--- config.mk ---
export PLATFORM = sky130hd
export DESIGN_NAME = ex_mem_stage
export DESIGN_NICKNAME = d
export VERILOG_FILES = /design/src/rtl/ex_mem_stage_pkg.sv /design/src/rtl/ex_mem_stage_branch_cmp.sv /design/src/rtl/ex_mem_stage.sv
export SDC_FILE = /design/constraint.sdc
export NUM_CORES = 1
export LEC_CHECK = 0
export CELL_PAD_IN_SITES_DETAIL_PLACEMENT = 1
export CELL_PAD_IN_SITES_GLOBAL_PLACEMENT = 1
export CORE_UTILIZATION = 30
export DETAILED_ROUTE_END_ITERATION = 7
export PLACE_DENSITY = 0.75
export RECOVER_POWER = 50
export SETUP_SLACK_MARGIN = 0.1
export SLEW_MARGIN = 25
export SYNTH_ARGS = -nofsm -noshare
export SYNTH_HDL_FRONTEND = slang
export SYNTH_SLANG_ARGS = --single-unit
--- constraint.sdc ---
create_clock -name clk -period 3.6 [get_ports clk]
set_input_delay 0.72 -clock clk [delete_from_list [all_inputs] [get_ports clk]]
set_output_delay 0.72 -clock clk [all_outputs]
set_load 0.02 [all_outputs]
--- src/rtl/ex_mem_stage_pkg.sv ---
// Shared definitions for the execute-to-memory boundary: branch condition codes,
// write-back source encodings and the squash FSM state type.
package ex_mem_stage_pkg;

    localparam int XLEN = 32;

    localparam logic [2:0] F3_BEQ  = 3'b000;
    localparam logic [2:0] F3_BNE  = 3'b001;
    localparam logic [2:0] F3_BLT  = 3'b100;
    localparam logic [2:0] F3_BGE  = 3'b101;
    localparam logic [2:0] F3_BLTU = 3'b110;
    localparam logic [2:0] F3_BGEU = 3'b111;

    // Write-back source encodings, shared with decode.
    localparam logic [1:0] WB_SEL_ALU = 2'b00;
    localparam logic [1:0] WB_SEL_MEM = 2'b01;
    localparam logic [1:0] WB_SEL_PC4 = 2'b10;
    localparam logic [1:0] WB_SEL_CSR = 2'b11;

    typedef enum logic {
        ST_RUN  = 1'b0,
        ST_KILL = 1'b1
    } state_t;

endpackage

--- src/rtl/ex_mem_stage_branch_cmp.sv ---
// Branch condition evaluation from the ALU flags; the ALU computes rs1 - rs2
// for branches, so the condition is a pure function of funct3 and the flags.
module branch_cmp
    import ex_mem_stage_pkg::*;
(
    input  logic [2:0] funct3,
    input  logic       zero,
    input  logic       lt_signed,
    input  logic       lt_unsigned,
    output logic       cond
);

    always_comb begin
        // NOTE: default assigned first so no path leaves cond unassigned (no latch).
        cond = 1'b0;
        case (funct3)
            F3_BEQ:  cond = zero;
            F3_BNE:  cond = ~zero;
            F3_BLT:  cond = lt_signed;
            F3_BGE:  cond = ~lt_signed;
            F3_BLTU: cond = lt_unsigned;
            F3_BGEU: cond = ~lt_unsigned;
            default: cond = 1'b0;
        endcase
    end

endmodule

--- src/rtl/ex_mem_stage.sv ---
// EX/MEM pipeline register: resolves branches and jumps, issues a one-cycle
// registered redirect and squashes the wrong-path instruction that follows.
module ex_mem_stage
    import ex_mem_stage_pkg::*;
#(
    parameter int XLEN = 32
) (
    input  logic            clk,
    input  logic            rst,
    input  logic            stall_in,
    input  logic            flush,
    input  logic            ex_valid,
    input  logic [XLEN-1:0] ex_pc,
    input  logic [XLEN-1:0] ex_imm,
    input  logic [XLEN-1:0] alu_out,
    input  logic            zero,
    input  logic            lt_signed,
    input  logic            lt_unsigned,
    input  logic            ex_is_branch,
    input  logic            ex_is_jal,
    input  logic            ex_is_jalr,
    input  logic [2:0]      ex_funct3,
    input  logic [XLEN-1:0] ex_rs2_data,
    input  logic [4:0]      ex_rd,
    input  logic            ex_reg_we,
    input  logic            ex_mem_re,
    input  logic            ex_mem_we,
    input  logic [1:0]      ex_wb_sel,
    output logic            ex_accept,
    output logic            mem_valid,
    output logic [XLEN-1:0] mem_result,
    output logic [XLEN-1:0] mem_store_data,
    output logic [4:0]      mem_rd,
    output logic            mem_reg_we,
    output logic            mem_mem_re,
    output logic            mem_mem_we,
    output logic [2:0]      mem_funct3,
    output logic [1:0]      mem_wb_sel,
    output logic            redirect_valid,
    output logic [XLEN-1:0] redirect_pc
);

    state_t          state_q, state_d;
    logic            cond;
    logic            ev;
    logic            is_jump;
    logic            taken;
    logic            side_fx_ok;
    logic [XLEN-1:0] target;
    logic [XLEN-1:0] link_addr;

    branch_cmp u_branch_cmp (
        .funct3      (ex_funct3),
        .zero        (zero),
        .lt_signed   (lt_signed),
        .lt_unsigned (lt_unsigned),
        .cond        (cond)
    );

    assign ex_accept = ~stall_in;
    assign ev        = ex_valid & ~flush & (state_q == ST_RUN);
    assign is_jump   = ex_is_jal | ex_is_jalr;
    assign taken     = ev & ((ex_is_branch & cond) | is_jump);
    assign target    = ex_is_jalr ? {alu_out[XLEN-1:1], 1'b0} : ex_pc + ex_imm;
    assign link_addr = ex_pc + XLEN'(4);

    // A not-taken branch still retires, but must not write anything downstream.
    assign side_fx_ok = ev & ~(ex_is_branch & ~cond);

    always_comb begin
        state_d = state_q;
        case (state_q)
            ST_RUN:  if (taken && !stall_in) state_d = ST_KILL;
            ST_KILL: if (!stall_in)          state_d = ST_RUN;
            default:                         state_d = ST_RUN;
        endcase
    end

    always_ff @(posedge clk or posedge rst) begin
        if (rst) begin
            state_q <= ST_RUN;
        end else begin
            // NOTE: sequential state uses non-blocking assignments so every register
            // samples pre-edge values regardless of statement order.
            state_q <= state_d;
        end
    end

    always_ff @(posedge clk or posedge rst) begin
        if (rst) begin
            mem_valid      <= 1'b0;
            mem_result     <= '0;
            mem_store_data <= '0;
            mem_rd         <= '0;
            mem_reg_we     <= 1'b0;
            mem_mem_re     <= 1'b0;
            mem_mem_we     <= 1'b0;
            mem_funct3     <= '0;
            mem_wb_sel     <= '0;
            redirect_valid <= 1'b0;
            redirect_pc    <= '0;
        end else begin
            redirect_valid <= taken & ~stall_in;
            if (!stall_in) begin
                mem_valid      <= ev;
                mem_result     <= is_jump ? link_addr : alu_out;
                mem_store_data <= ex_rs2_data;
                mem_rd         <= ex_rd;
                mem_reg_we     <= side_fx_ok & ex_reg_we;
                mem_mem_re     <= side_fx_ok & ex_mem_re;
                mem_mem_we     <= side_fx_ok & ex_mem_we;
                mem_funct3     <= ex_funct3;
                mem_wb_sel     <= ex_wb_sel;
                if (taken) redirect_pc <= target;
            end
        end
    end

endmodule

* Word level (Yosys, flattened, before mapping)
Cells that the tools add are included.
** Storage, ports and cells
- Flip-flop bits (word level) :: 112
- Input bits :: 152
- Output and inout port bits :: 112
- Word-level logic and storage cells :: 49
** Cells by class
- Add/subtract/negate cells :: 2
- Equality and inequality tests :: 5
- Muxes and demuxes :: 6
- Bitwise logic cells :: 20
- Reduce and logical (&&, ||, !) cells :: 4
** Operators by type and width (number)
- $mux 32 :: 2
- $add 32x3->32 const B :: 1
- $add 32x32->32 :: 1
- $eq 3x3->1 const B :: 4
- $and 1x1->1 :: 10
- $not 1->1 :: 8
- $pmux 1 s6 :: 1
- $eq 3x1->1 const B :: 1
- $logic_not 3->1 :: 1
- $mux 1 :: 2
- $or 1x1->1 :: 2
- $pmux 1 s2 :: 1
- $reduce_and 2->1 :: 1
- $logic_and 1x1->1 :: 1
- $logic_not 1->1 :: 1

* Depth between registers and ports, before layout
Gate-level depths: netlist of the first run.
- Word-level depth :: 8
- Gate-level depth with buffers :: 9
- Mapped depth without buffers :: 9

* Modules after synthesis
Synthesis of the first run repeated with hierarchy kept, for this count alone.
** Unflattened totals
- Cells, all modules :: 736
- Area, all modules :: 6767.7 µm²
** Modules (own cells, without submodules)
- ex_mem_stage :: instances 1, cells an instance 731, area an instance 6727.7 µm², sequential area each 2802.7 µm²
- branch_cmp :: instances 1, cells an instance 5, area an instance 40.0 µm², sequential area each 0.0 µm²

* Worst setup path after synthesis of the first run
OpenSTA, ideal clock, no wires.
- Path kind :: input to register
- Start :: in ex_pc[0]
- End :: reg redirect_pc[26]
- Setup time :: 0.126 ns
- Data arrival time :: 2.638 ns
- Path slack :: 0.836 ns
- Cell stages on the path :: 9
- Path buffers :: 0
- Cell sequence :: ha_1 -> fa_1 -> a211oi_2 -> nor3b_2 -> o32ai_2 -> o31ai_2 -> a21oi_1 -> xor2_1 -> o22ai_1
** Between the ends
- Word-level cells in the longest chain between the ends :: 2
** Ends and longest elaborated chain
- start, declared :: RTL line ex_mem_stage.sv:13 : input logic [XLEN-1:0] ex_pc,
- $add 32x32->32 :: RTL line ex_mem_stage.sv:64 : assign target = ex_is_jalr ? {alu_out[XLEN-1:1], 1'b0} : ex_pc + ex_imm;
- $mux 32 :: RTL line ex_mem_stage.sv:64
- end signal, assigned :: RTL line ex_mem_stage.sv:114 : if (taken) redirect_pc <= target;
- end, declared :: RTL line ex_mem_stage.sv:40 : output logic [XLEN-1:0] redirect_pc
No other way between the ends.
A chain may end at the register's enable or synchronous reset.

* Worst setup path in the final report of the first run
- Start :: in ex_pc[0]
- End :: reg redirect_pc[28]
The elaborated chain is that of the path after synthesis.

==> impl_metrics.csv, run 1 <==
group,metric,value,unit
floorplanning,initial_core_util,30.49,%
placement,port_buffers,263,
sta,rsz0062_at_grt,"no",
worst_setup_path,reg2reg_from,"state_q",
synth,ys_seq_area_share,40.73,%
floorplanning,io_pins,264,
routing,first_pass_iters,5,
finish,drive_gt1_share,9.751,%
clock_network,cts_buffers,9,
sta,whs,0.4698,ns
sta,setup_tns,0,ns
global_route,grt_pass1_wl,41.26,mm
routing,num_vias,6655,
global_route,grt_overflow,0,
pwr,p_leak,4.225,nW
worst_setup_path,critPathTopFamily,"compound AO/OA/AOI/OAI gates",
synth,syn_nets,924,
global_route,grt_usage,22.78,%
pwr,power_switching,0.001437,W
sta,final_hold_viol_count,0,
clock_network,postCtsHoldBufs,0,
worst_setup_path,path_class,"input port to flip-flop",
clock_network,root_buffer,"clkbuf_16",
global_route,antenna_found_initial,1,
pwr,intPower,0.002773,W
job,drv_cap,3,
finish,nets,1185,
pwr,p_per_area,412.8,mW/mm²
pwr,p_comb_share,36.1,%
pwr,power.share.clock,27.4,%
worst_setup_path,reg2regPathDepth,7,
worst_setup_path,cp_slowest_cell,"fa_1",
synth,synth_cells,739,
floorplanning,core_area,0.02257,mm²
worst_hold_path,hold_path.class,"flip-flop to flip-flop",
synth,synth_top_cell_area_share,40.73,%
finish,area_delta_synth_final,48.20,%
status,violations,"max-capacitance violations, max-slew violations",
floorplanning,die_w,153.5,µm
status,status,"finished with violations",
sta,worst_pin_slew,1.940,ns
synth,synth_cell_types,63,
routing,detail_route.wl_per_cell,20.48,µm
worst_setup_path,arrival,3.35,ns
sta,setup_viol_count_final,0,
floorplanning,core.rowCount,55,
clock_network,clkLatencyLatePin,0.36,ns
worst_setup_path,start_kind,"input port",
worst_setup_path,cp_num_buf_inv,1,
finish,mostFrequentLayoutCell,"clkdlybuf4s50_1",
routing,drt_iter0_markers,271,
global_route,grt_max_degree,113,
sta,slew_viol_final,230,
clock_network,cts_resized,0,
synth,yosys.area.top_type,"dfrtp_1",
routing,drc,0,
clock_network,clkSinkCount,112,
synth,yosysWarnings,0,
synth,synthTopCellsByArea,"dfrtp_1 (41%), mux2_2 (7.2%), ha_1 (5.8%)",
pwr,sw_frac_of_total,34.13,%
worst_hold_path,hold_end,"redirect_pc[0]",
pwr,seqPwrFrac,36.5,%
clock_network,clkTransAtPathRegs,0.08,ns
placement,gp_congestion,0.8797,
sta,fin_crit_sh,86.52,%
worst_setup_path,critical_path.max_stage_delay,0.46,ns
sta,skew,0.01014,ns
sta,max_freq,321.0,MHz
pwr,peakVddDrop,0.2881,mV
routing,vias_per_cell,5.159,
synth,synth-edff-count,0,
worst_setup_path,endpoint_kind,"flip-flop",
sta,period_minus_slack,3.115,ns
worst_setup_path,startpoint,"ex_pc[0]",
global_route,grt_pass1_vias,7057,
finish,nFillCells,2569,
synth,ys_ff_latch,112,
worst_setup_path,path_cells,"clkdlybuf4s50_1, ha_1, fa_1, a211oi_2, nor3b_2, o21bai_1, a31oi_4, a211oi_1, xor2_1, a21oi_1",
finish,final_cell_mix,"clkdlybuf4s50_1 (213), dfrtp_1 (112), nand2_1 (88), a21oi_1 (73), nor2_1 (64)",
worst_hold_path,min_from,"redirect_pc[0]",
routing,ant_nets,0,
clock_network,cts_buffer_depth,2,
worst_setup_path,reg2reg_to,"redirect_pc[14]",
synth,postSynthAreaPerCell,9.312,µm²
clock_network,post_cts_buffers,0,
synth,ys_async_sr_fraction,100.0,%
floorplanning,die_area,0.02355,mm²
finish,antenna_cells,0,
worst_hold_path,hold_depth,2,
routing,routed_wl,26.42,mm
clock_network,h-tree-depth,3,
sta,maxSlewHeadroom,-29.30,%
floorplanning,dieHeight,153.5,µm
placement,dp_hpwl,20.63,mm
worst_setup_path,rrSetupSlack,1.45,ns
synth,syn_area,0.006882,mm²
synth,ys.flop_type,"dfrtp_1",
clock_network,tritoncts,"yes",
worst_setup_path,critPathRequiredTime,3.84,ns
worst_setup_path,path_max_fanout,3,
-- layout make-up --
type                       count  area, µm²  share of cell area [%]
sequential                   112       2803                   27.48
timing repair buffer         281       2749                   26.95
multi-input combinational    588       3918                   38.41
inverter                       8      33.78                  0.3312
tap                          285      356.6                   3.497
clock buffer                   9      225.2                   2.208
clock inverter                 7      113.9                   1.116
-- power by group through the flow --
stage	registers (W)	logic [W]	clock network, W
2_1_floorplan	0.00178	0.000532	0
3_3_place_gp	0.00155	0.00153	0
3_5_place_dp	0.00157	0.00155	0
4_1_cts	0.00154	0.00155	0.00119
5_1_grt	0.00156	0.00163	0.00124
6_report	0.00154	0.00152	0.00116
-- cells in the mapped netlist, types with 4 or more instances --
master / instances
xor2_1: 27
dfrtp_1: 112
mux2i_1: 16
or3_1: 4
and3_1: 11
a31oi_1: 9
o31ai_1: 4
ha_1: 32
nor2b_1: 8
nand4_1: 9
nor2_1: 64
clkbuf_1: 23
o21ai_1: 10
nand3_1: 20
a21o_1: 9
nor4_1: 4
buf_2: 6
nor3_1: 6
a211oi_1: 6
xnor2_1: 28
nand2b_1: 4
mux2_2: 44
a21oi_1: 73
o211ai_1: 6
o21ai_0: 55
inv_1: 6
o22ai_1: 8
nand2_1: 88
-- cells by family (layout without fill, tap and decap cells) --
kind of cell             count (synthesis)  after routing  synth area share, %
XOR/XNOR                                55             55                7.000
flip-flops                             112            112                40.73
adder cells (fa/ha/maj)                 33             33                6.109
buffers and inverters                   39            305                2.345
multiplexers                            60             60                9.527
AO/OA/AOI/OAI                          205            205                18.04
AND/OR/NAND/NOR                        235            235                16.25
-- flip-flops by register name, summed over array words and instances (netlist names) --
name,flops
mem_wb_sel,2
redirect_valid,1
mem_mem_re,1
mem_store_data,32
redirect_pc,32
mem_valid,1
mem_rd,5
mem_result,32
state_q,1
mem_mem_we,1
mem_funct3,3
mem_reg_we,1
-- layer usage --
metal  up-vias  wire, µm  global-route usage [%]
met5         -        13                       0
met2       208     12390                   37.94
met4         2       470                   6.524
li1       3171         -                       -
met1      3247     12040                   30.46
met3        27      1504                   3.572
-- worst register-to-register path, delay by kind of cell (launching register included) --
| kind | cells | cell delay (ns) |
|---|---|---|
| buffers and inverters | 2 | 0.57 |
| AO/OA/AOI/OAI | 3 | 0.40 |
| AND/OR/NAND/NOR | 2 | 0.69 |
| flip-flops | 1 | 0.41 |
-- stage by stage --
step | total power, W | std cells | setup WS (ns) | util [%] | area (µm²)
after floorplan | 0.002309 | 739 | 0.8359 | - | 6885
after global placement | 0.003080 | 1274 | 0.2146 | 43.80 | 9886
after global routing | 0.004431 | 1290 | 0.3012 | 45.18 | 10200
after detailed placement | 0.003111 | 1274 | 0.1337 | 43.80 | 9886
after CTS | 0.004285 | 1290 | 0.5094 | 45.30 | 10220
final | 0.004210 | 1290 | 0.4852 | 45.18 | 10200
-- worst max path at each step --
stage / end / slack, ns / cells past startpoint
floorplan: redirect_pc[26] / 0.84 / 9
global placement: redirect_pc[28] / 0.21 / 10
detailed placement: redirect_pc[28] / 0.13 / 10
CTS: redirect_pc[28] / 0.51 / 10
global route: mem_result[18] / 0.30 / 7
finish: redirect_pc[28] / 0.49 / 10
(Power assumes the default switching activity.)
==> run 2, diff against run 1 <==
- CTS_CLUSTER_SIZE: unset -> 8
==> results of run 2 <==
The final DEF is identical to that of run 1; final timing and power are the same.
==> edit, RTL diff (config.mk and constraints of run 2) <==
`XLEN` is set to 32 in 2 places; all go to 64.
--- a/src/rtl/ex_mem_stage_pkg.sv
+++ b/src/rtl/ex_mem_stage_pkg.sv
@@ -4,3 +4,3 @@
 
-    localparam int XLEN = 32;
+    localparam int XLEN = 64;
 
--- a/src/rtl/ex_mem_stage.sv
+++ b/src/rtl/ex_mem_stage.sv
@@ -5,3 +5,3 @@
 #(
-    parameter int XLEN = 32
+    parameter int XLEN = 64
 ) (
Ports: changed (7 resized); port bits go from 264 to 488. The function was not compared with the original's and may differ.
==> edit against run 2 <==
- the flow still finishes with violations (max-capacitance violations, max-slew violations)
- cell area is 110% higher
- die area rose by 94%
- total power up 110%
- worst setup slack lost 0.32 ns
- sequential power up 90%
- routed wire length rose by 150%
- sequential cell count increased by 96
- sequential share of layout area decreased by 3.6 points
- synthesized cell count up 110%
- critical path depth rose by 4
- synthesized area grew 96%
- via count grew 120%
- global-route usage rose by 5.1 points
- largest power group is now combinational cells
==> edit: results (changes against run 2) <==
** Timing
- The number of pins exceeding their max-slew limit in the final report came to 198 (was 230).
- The slew at the pin with the worst max-slew slack came to 2.15 ns (was 1.94 ns).
- The final clock skew was 0.0127 ns (was 0.0101 ns).

** Critical path
- The length in cells of the worst reg-to-reg path came to 6 (was 7).
- Largest stage delay, worst path :: 0.37 ns (was 0.46 ns)
- The library cell contributing the largest single delay on the critical path is sky130_fd_sc_hd__ha_2 (was sky130_fd_sc_hd__fa_1).
- The timing endpoint of the critical path was redirect_pc[57] (was redirect_pc[28]).
- The timing startpoint of the critical path is ex_imm[2] (was ex_pc[0]).
- End of the worst register-to-register path :: redirect_pc[52] (was redirect_pc[14])
- The arrival time of the worst setup path was 3.88 ns (was 3.35 ns).
- Worst R2R Setup Slack :: 1.70 ns (was 1.45 ns)

** Layout
- The number of nets in the finished design is 2,591 (was 1,185).
- Largest registers: mem_result: 64 flops, mem_store_data: 64 flops, redirect_pc: 64 flops (was mem_result: 32 flops, mem_store_data: 32 flops, redirect_pc: 32 flops).
- The fraction of final layout cells with drive strength greater than 1 was 17.9% (was 9.75%).

** Power
- The maximum vdd ir drop is 375 uV (was 288 uV).
- Static Leak :: 9.40 nW (was 4.22 nW)
- Power share of the clock group :: 28.5% (was 27.4%)
- Net switching component of the power :: 3.15 mW (was 1.44 mW)
- Total sequential power :: 2.93 mW (was 1.54 mW)
- The ratio of total power to cell area came to 415 mW/mm^2 (was 413 mW/mm^2).

** Status
- Status: finished with violations (unchanged).
- Violated checks: max-capacitance violations, max-slew violations (unchanged).

** Placement
- The number of buffers added on ports came to 487 (was 263).
- Half-perimeter wire length after detailed placement :: 52,500 microns (was 20,600 microns)

** Synth
- The share of the synthesized area in compound gates (AO/OA/AOI/OAI) came to 19.7% (was 18.0%).
- Sequential fraction of the synthesis area :: 38.7% (was 40.7%)
- The synthesized instance count is 1,556 (was 739).
- Post-synthesis share of cell area spent on xor and xnor gates :: 7.61% (was 7.00%)
- Most numerous cell types in the synthesized netlist: 208 x sky130_fd_sc_hd__dfrtp_1, 206 x sky130_fd_sc_hd__nand2_1, 170 x sky130_fd_sc_hd__a21oi_1 (was 112 x sky130_fd_sc_hd__dfrtp_1, 88 x sky130_fd_sc_hd__nand2_1, 73 x sky130_fd_sc_hd__a21oi_1).
- The mux cell area share after synthesis came to 7.99% (was 9.53%).

** Global routing
- Total Routing Usage GR :: 27.8% (was 22.8%)
- Number of global-route vias before repair :: 15,800 (was 7,057)
- The number of antenna violations at the first check in global routing is 6 (was 1).
- Pin count of the biggest net entering global routing :: 168 (was 113)

** Worst hold path
- The worst-case hold path end point is redirect_pc[17] (was redirect_pc[0]).
- The launch instance of the worst min-delay path is redirect_pc[17] (was redirect_pc[0]).

** Job
- The reported max-cap violation count is 2 (was 3).

** Clock tree
- Clock insertion delay at the later pin of the skew report :: 0.57 ns (was 0.36 ns)
- H-tree levels :: 1 (was 3)
- The maximum count of clock buffers along a single path is 3 (was 2).
- Clock buffer count from CTS :: 30 (was 9)

** Route
- Routed length per instance :: 23.1 microns (was 20.5 microns)
- First-iteration detailed-routing DRC count :: 766 (was 271)
-- edit: cell type report --
cell class              count  area [sq um]
fillers                  5077         22500
multi-input cells        1233          8040
repair buffers            750          6860
flip-flops and latches    208          5200
clock buffers              34           776
well taps                 592           741
inverters                  23          87.6
clock inverters             2          35.0
diodes                      4          10.0
-- edit: routing by layer --
| layer | routed length [microns] | up-vias | global-route usage (%) |
|---|---|---|---|
| met5 | 0 | - | 0 |
| met4 | 2940 | 0 | 12.6 |
| met3 | 4140 | 139 | 4.70 |
| met2 | 32700 | 538 | 48.8 |
| met1 | 26000 | 7216 | 33.3 |
| li1 | - | 6889 | - |
-- edit: timing repair --
action                                  in CTS  in global routing
setup buffers                                3                  3
endpoints found under the setup margin      25                 22
pin swaps                                   12                  9
gates resized for setup                     23                 23
-- edit: per-stage QoR --
step,setup WS [ns],TNS (ns),cell area [sq um]
floorplan,0.132,0,13500
global placement,-0.721,-20.40,20800
detailed placement,-0.781,-25.03,20800
CTS,0.111,0,21700
global route,0.0801,0,21800
finish,0.170,0,21800
